<file path="src/rtl/tx_symbol_scheduler.sv">
// Transmit symbol scheduler: arbitrates packet beats, periodic SKP ordered sets and the
// compliance pattern onto a registered encoder interface, one symbol per INTERCLK.
module tx_symbol_scheduler #(
  parameter int SKP_INTERVAL = 1180,
  parameter int SKP_LEN      = 3
) (
  input  logic       INTERCLK,
  input  logic       Reset,
  input  logic       tx_valid,
  input  logic [7:0] tx_data,
  input  logic       tx_k,
  input  logic       tx_eop,
  output logic       tx_ready,
  input  logic       comp_req,
  output logic [7:0] enc_data,
  output logic       enc_k,
  output logic       enc_comp,
  output logic       skp_ovf
);

  // state | meaning
  // IDLE    | logical idle on the line, packet boundary
  // DATA    | packet beat (or in-packet idle) on the line
  // SKP_COM | K28.5 of a SKP ordered set on the line
  // SKP_SYM | K28.0 SKP symbol on the line
  // COMPL   | compliance pattern symbol on the line
  typedef enum logic [2:0] {IDLE, DATA, SKP_COM, SKP_SYM, COMPL} state_t;

  localparam logic [11:0] CNT_LAST = 12'(SKP_INTERVAL - 1);
  localparam logic [2:0]  SYM_LAST = 3'(SKP_LEN - 1);
  localparam logic [7:0]  K28_5    = 8'hBC;
  localparam logic [7:0]  K28_0    = 8'h1C;

  state_t      state, state_nxt;
  logic [11:0] skp_cnt;
  logic [1:0]  skp_pend;
  logic        in_pkt;
  logic        rdy_en;
  logic [2:0]  sym_cnt, sym_cnt_nxt;
  logic [1:0]  ph, ph_nxt;
  logic [7:0]  data_nxt;
  logic        k_nxt, comp_nxt;
  logic        accept, skp_inc, skp_dec, compl_exit;

  // Ready is only offered when the next symbol is guaranteed to be the beat.
  assign tx_ready = Reset && rdy_en && (state == IDLE || state == DATA) &&
                    (in_pkt || (!comp_req && skp_pend == 2'd0));
  assign accept   = tx_valid && tx_ready;
  assign skp_inc  = (state != COMPL) && (skp_cnt == CNT_LAST);

  always_comb begin
    state_nxt   = state;
    sym_cnt_nxt = sym_cnt;
    ph_nxt      = ph;
    data_nxt    = 8'h00;
    k_nxt       = 1'b0;
    comp_nxt    = 1'b0;
    skp_dec     = 1'b0;
    compl_exit  = 1'b0;
    case (state)
      IDLE, DATA: begin
        if (in_pkt) begin
          state_nxt = DATA;
          if (accept) begin
            data_nxt = tx_data;
            k_nxt    = tx_k;
          end
        end else if (comp_req) begin
          state_nxt = COMPL;
          ph_nxt    = 2'd0;
          data_nxt  = K28_5;
          k_nxt     = 1'b1;
          comp_nxt  = 1'b1;
        end else if (skp_pend != 2'd0) begin
          state_nxt = SKP_COM;
          data_nxt  = K28_5;
          k_nxt     = 1'b1;
        end else if (accept) begin
          state_nxt = DATA;
          data_nxt  = tx_data;
          k_nxt     = tx_k;
        end else begin
          state_nxt = IDLE;
        end
      end
      SKP_COM: begin
        state_nxt   = SKP_SYM;
        sym_cnt_nxt = 3'd0;
        data_nxt    = K28_0;
        k_nxt       = 1'b1;
      end
      SKP_SYM: begin
        if (sym_cnt == SYM_LAST) begin
          skp_dec = 1'b1;
          if (comp_req) begin
            state_nxt = COMPL;
            ph_nxt    = 2'd0;
            data_nxt  = K28_5;
            k_nxt     = 1'b1;
            comp_nxt  = 1'b1;
          end else if (skp_pend > 2'd1) begin
            state_nxt = SKP_COM;
            data_nxt  = K28_5;
            k_nxt     = 1'b1;
          end else begin
            state_nxt = IDLE;
          end
        end else begin
          sym_cnt_nxt = sym_cnt + 3'd1;
          data_nxt    = K28_0;
          k_nxt       = 1'b1;
        end
      end
      COMPL: begin
        // ph names the symbol currently on the line; the pattern only ends after D10.2
        case (ph)
          2'd0: begin ph_nxt = 2'd1; data_nxt = 8'hB5; end
          2'd1: begin ph_nxt = 2'd2; data_nxt = K28_5; k_nxt = 1'b1; end
          2'd2: begin ph_nxt = 2'd3; data_nxt = 8'h4A; end
          default: begin
            if (comp_req) begin
              ph_nxt   = 2'd0;
              data_nxt = K28_5;
              k_nxt    = 1'b1;
              comp_nxt = 1'b1;
            end else begin
              compl_exit = 1'b1;
              state_nxt  = IDLE;
            end
          end
        endcase
      end
      default: state_nxt = IDLE;
    endcase
  end

  always_ff @(posedge INTERCLK) begin
    if (!Reset) begin
      state    <= IDLE;
      sym_cnt  <= 3'd0;
      ph       <= 2'd0;
      enc_data <= 8'h00;
      enc_k    <= 1'b0;
      enc_comp <= 1'b0;
      skp_cnt  <= 12'd0;
      skp_pend <= 2'd0;
      skp_ovf  <= 1'b0;
      in_pkt   <= 1'b0;
      rdy_en   <= 1'b0;
    end else begin
      state    <= state_nxt;
      sym_cnt  <= sym_cnt_nxt;
      ph       <= ph_nxt;
      enc_data <= data_nxt;
      enc_k    <= k_nxt;
      enc_comp <= comp_nxt;
      rdy_en   <= 1'b1;
      if (accept) in_pkt <= !tx_eop;
      if (compl_exit) begin
        skp_cnt  <= 12'd0;
        skp_pend <= 2'd0;
      end else begin
        if (state != COMPL) skp_cnt <= skp_inc ? 12'd0 : skp_cnt + 12'd1;
        case ({skp_inc, skp_dec})
          2'b10: begin
            if (skp_pend == 2'd3) skp_ovf <= 1'b1;
            else                  skp_pend <= skp_pend + 2'd1;
          end
          2'b01:   skp_pend <= skp_pend - 2'd1;
          default: ;
        endcase
      end
    end
  end

endmodule
</file>
<file path="config.mk">
export PLATFORM = sky130hd
export DESIGN_NAME = tx_symbol_scheduler
export DESIGN_NICKNAME = d
export VERILOG_FILES = /design/src/rtl/tx_symbol_scheduler.sv
export SDC_FILE = /design/constraint.sdc
export NUM_CORES = 1
export LEC_CHECK = 0
export CAP_MARGIN = 40
export CORE_AREA = 8 8 69 71
export DETAILED_ROUTE_END_ITERATION = 6
export DIE_AREA = 0 0 77 79
export PLACE_DENSITY = 0.8
export SLEW_MARGIN = 0
export SYNTH_ARGS = -nofsm -noshare
export SYNTH_HDL_FRONTEND = slang
export SYNTH_SLANG_ARGS = --single-unit
</file>
<file path="constraint.sdc">
create_clock -name INTERCLK -period 2.31 [get_ports INTERCLK]
set_input_delay 0.462 -clock INTERCLK [delete_from_list [all_inputs] [get_ports INTERCLK]]
set_output_delay 0.462 -clock INTERCLK [all_outputs]
set_load 0.02 [all_outputs]
</file>
==> results by group <==
Die
  • Site Rows: 23
  • Core footprint: 3799 um^2
  • Initial Utilization: 46.34%
  • Io pins: 26
  • Die Span X: 77 um
  • Die height: 79 um
  • Die area: 6083 um^2

Setup path
  • R2R Setup Slk: 0.39 ns
  • Reg2Reg Launch Point: state[1]$_SDFFE_PN0P_
  • Crit path required time: 1.85 ns
  • Critical Path End Type: primary output
  • WP data arrival: 1.72 ns
  • R2R depth: 4
  • Crit path kind: reg -> out
  • CP max FO: 7
  • R2R Path End: skp_cnt[9]$_SDFFE_PP0N_
  • Kind of start point of the critical path: register

Finish
  • Post-layout util: 56.42%
  • Antenna cell count: 0
  • Area grow syn2layout: 21.75%
  • Share of cells above drive strength 1: 9.091%
  • Non-filler cells, final: 281
  • Final net count: 255

Hold path
  • Min-delay src: skp_ovf$_SDFFE_PN0P_
  • Endpoint, Worst Hold: skp_ovf$_SDFFE_PN0P_
  • Hold Crit Depth: 1
  • Worst hold path class: reg -> reg

Clock tree
  • Num CTS Buffers: 5
  • Clk sinks: 35
  • Root Buffer: clkbuf_8
  • Post-CTS setup buffers: 0
  • Clk_lat worst skew: 0.29 ns
  • Maximum clock path buffer count: 2
  • CTS clk-pin slew, worst paths: 0.07 ns
  • CTS tree: done
  • H-tree depth: 2

Timing
  • Achievable Freq: 458.7 MHz
  • Fin Clk Skew: 0.007816 ns
  • Hold Slack: 0.4759 ns
  • Setup_tns: 0 ns
  • RSZ-0062 raised after global routing: false
  • Final Cycle Share: 94.39%
  • Final Hold Fails: 0
  • Setup violators final: 0
  • Max-slew violations: 0
  • Min Clock Period, post-route: 2.180 ns
  • Worst slew margin: 71.92%
  • Worst-Margin Slew: 0.4212 ns

Drt
  • DRT iter0 DRCs: 106
  • Routed wire length: 3800 um
  • Routed Antenna Nets: 0
  • Via density: 5.431
  • Residual DRC: 0
  • Wire per inst: 13.52 um
  • 1st-pass router iterations: 4
  • Via count: 1526

Power
  • Clock share of power: 32.9%
  • Net Sw Power: 372.7 uW
  • Comb pwr share: 18.1%
  • Pwr per Cell Area: 637.5 nW/um^2
  • Reg power frac: 49.0%
  • Sw frac: 27.27%
  • Worst IR drop on VDD: 0.0004021 V
  • Int Pwr: 993.8 uW
  • LEAKAGE: 0.8088 nW

Global routing
  • Pin count of the biggest net entering global routing: 13
  • Total track usage: 13.16%
  • Remaining global-route overflow: 0
  • Vias in the first global route: 1532
  • Initial antenna violation count: 0
  • Wire length of the first global-routing pass: 6575 um

Yosys
  • Count leader, synth: dfxtp_1
  • Syn Area/Cell: 8.715 um^2
  • Yosys cell types: 44
  • Async SR Flop Fraction: 0%
  • Post-synth top cells: 35 x dfxtp_1, 19 x a21oi_1, 19 x nand2_1
  • Main synth FF type: dfxtp_1
  • Post-synth top area share: 39.80%
  • Post-synth net total: 226
  • Synthesized netlist cell count: 202
  • YS warnings: 0
  • Yosys top cell by area: dfxtp_1
  • Flops & latches, synth: 35
  • Post-synthesis sequential area ratio: 39.80%
  • Post-synth EDFFs: 0
  • Mapped Area: 1760 um^2
  • Synth top area cells: dfxtp_1 40%, ha_1 7.1%, a21oi_1 5.4%, nand2_1 4.1%, nor2_1 3.6%

Job
  • Max Cap Viol: 0

Placement
  • Port bufs: 25
  • Dpl cells: 274
  • Final GP Congestion: 0.7954
  • Detailed Place HPWL: 2799 um

Status
  • Status: completed
per-stage QoR:
step                      power, mW  cell area, um^2  worst slack [ns]
after global placement       0.9242             2057           0.01910
final                         1.366             2143            0.1297
after CTS                     1.377             2143            0.1228
after detailed placement     0.9297             2057          -0.01482
after global routing          1.427             2143           0.04174
after floorplan              0.8310             1760            0.5842
power by group through the flow:
stage          clock, mW  sequential, mW  combinational, mW
2_1_floorplan          0           0.698              0.133
3_3_place_gp           0           0.681              0.243
3_5_place_dp           0           0.683              0.247
4_1_cts            0.460           0.669              0.248
5_1_grt            0.483           0.674              0.270
6_report           0.450           0.669              0.248
layout by cell type (no fill, tap or decap), drive strengths merged, types with 2 or more instances in the layout:
cell,instances
a211oi,4
a21o,2
a21oi,20
a22oi,2
a31oi,5
and2,2
and3b,2
buf,5
clkbuf,6
clkdlybuf4s50,24
dfxtp,35
ha,10
inv,9
nand2,19
nand2b,2
nand3,4
nand4,5
nor2,17
nor2b,5
nor3,6
nor4b,4
o211ai,2
o21ai,12
o22ai,2
o31ai,2
or3,7
xnor2,3
xor2,3
worst max-delay path by stage:
stage                                   startpoint                endpoint  slack (ns)
final                     skp_pend[1]$_SDFFE_PP0P_                tx_ready        0.13
after global routing      skp_pend[1]$_SDFFE_PP0P_                tx_ready        0.04
after CTS                 skp_pend[1]$_SDFFE_PP0P_                tx_ready        0.12
after detailed placement                  comp_req                tx_ready       -0.01
after global placement                    comp_req                tx_ready        0.02
after floorplan           skp_pend[1]$_SDFFE_PP0P_  enc_data[0]$_SDFF_PN0_        0.58
cells by family after synthesis:
kind of cell    Yosys count  synth area share (%)
xor+xnor                  6                 2.986
compound gates           53                 19.05
fa+ha+maj                10                 7.107
mux                       2                 1.208
flops                    35                 39.80
buf+inv                  17                 4.974
simple gates             79                 24.88
worst max-delay path, cell delays in order (launching register included):
cell,delay [ns]
dfxtp_1,0.43
inv_1,0.09
ha_1,0.21
nor2b_1,0.15
o2111a_1,0.23
dlygate4sd2_1,0.32
routing by layer:
| metal | wire length (um) | GRT usage [%] | vias to the layer above |
|---|---|---|---|
| li1 | - | - | 777 |
| met1 | 1679 | 14.38 | 708 |
| met2 | 1884 | 22.60 | 35 |
| met3 | 172 | 3.386 | 6 |
| met4 | 63 | 8.113 | 0 |
| met5 | 0 | 0 | - |
sequential cells by signal, indices dropped and copies added, names as in the netlist:
| signal | count |
|---|---|
| skp_cnt | 12 |
| enc_data | 8 |
| state | 3 |
| sym_cnt | 3 |
| ph | 2 |
| skp_pend | 2 |
| enc_comp | 1 |
| enc_k | 1 |
| in_pkt | 1 |
| rdy_en | 1 |
| skp_ovf | 1 |
layout make-up:
type | instances | area, um^2
fillers | 348 | 1655
repair buffers | 30 | 286.5
clock inverters | 1 | 5.005
inverters | 9 | 33.78
multi-input cells | 150 | 972.2
flip-flops and latches | 35 | 700.7
clock buffers | 6 | 82.58
well taps | 50 | 62.56
timing repair:
| action | CTS | global route |
|---|---|---|
| hold buffers | 0 | 0 |
| resized for setup | 1 | 0 |
| setup endpoints to repair | 1 | 0 |
Note: power is estimated with default switching activity, not from simulation.
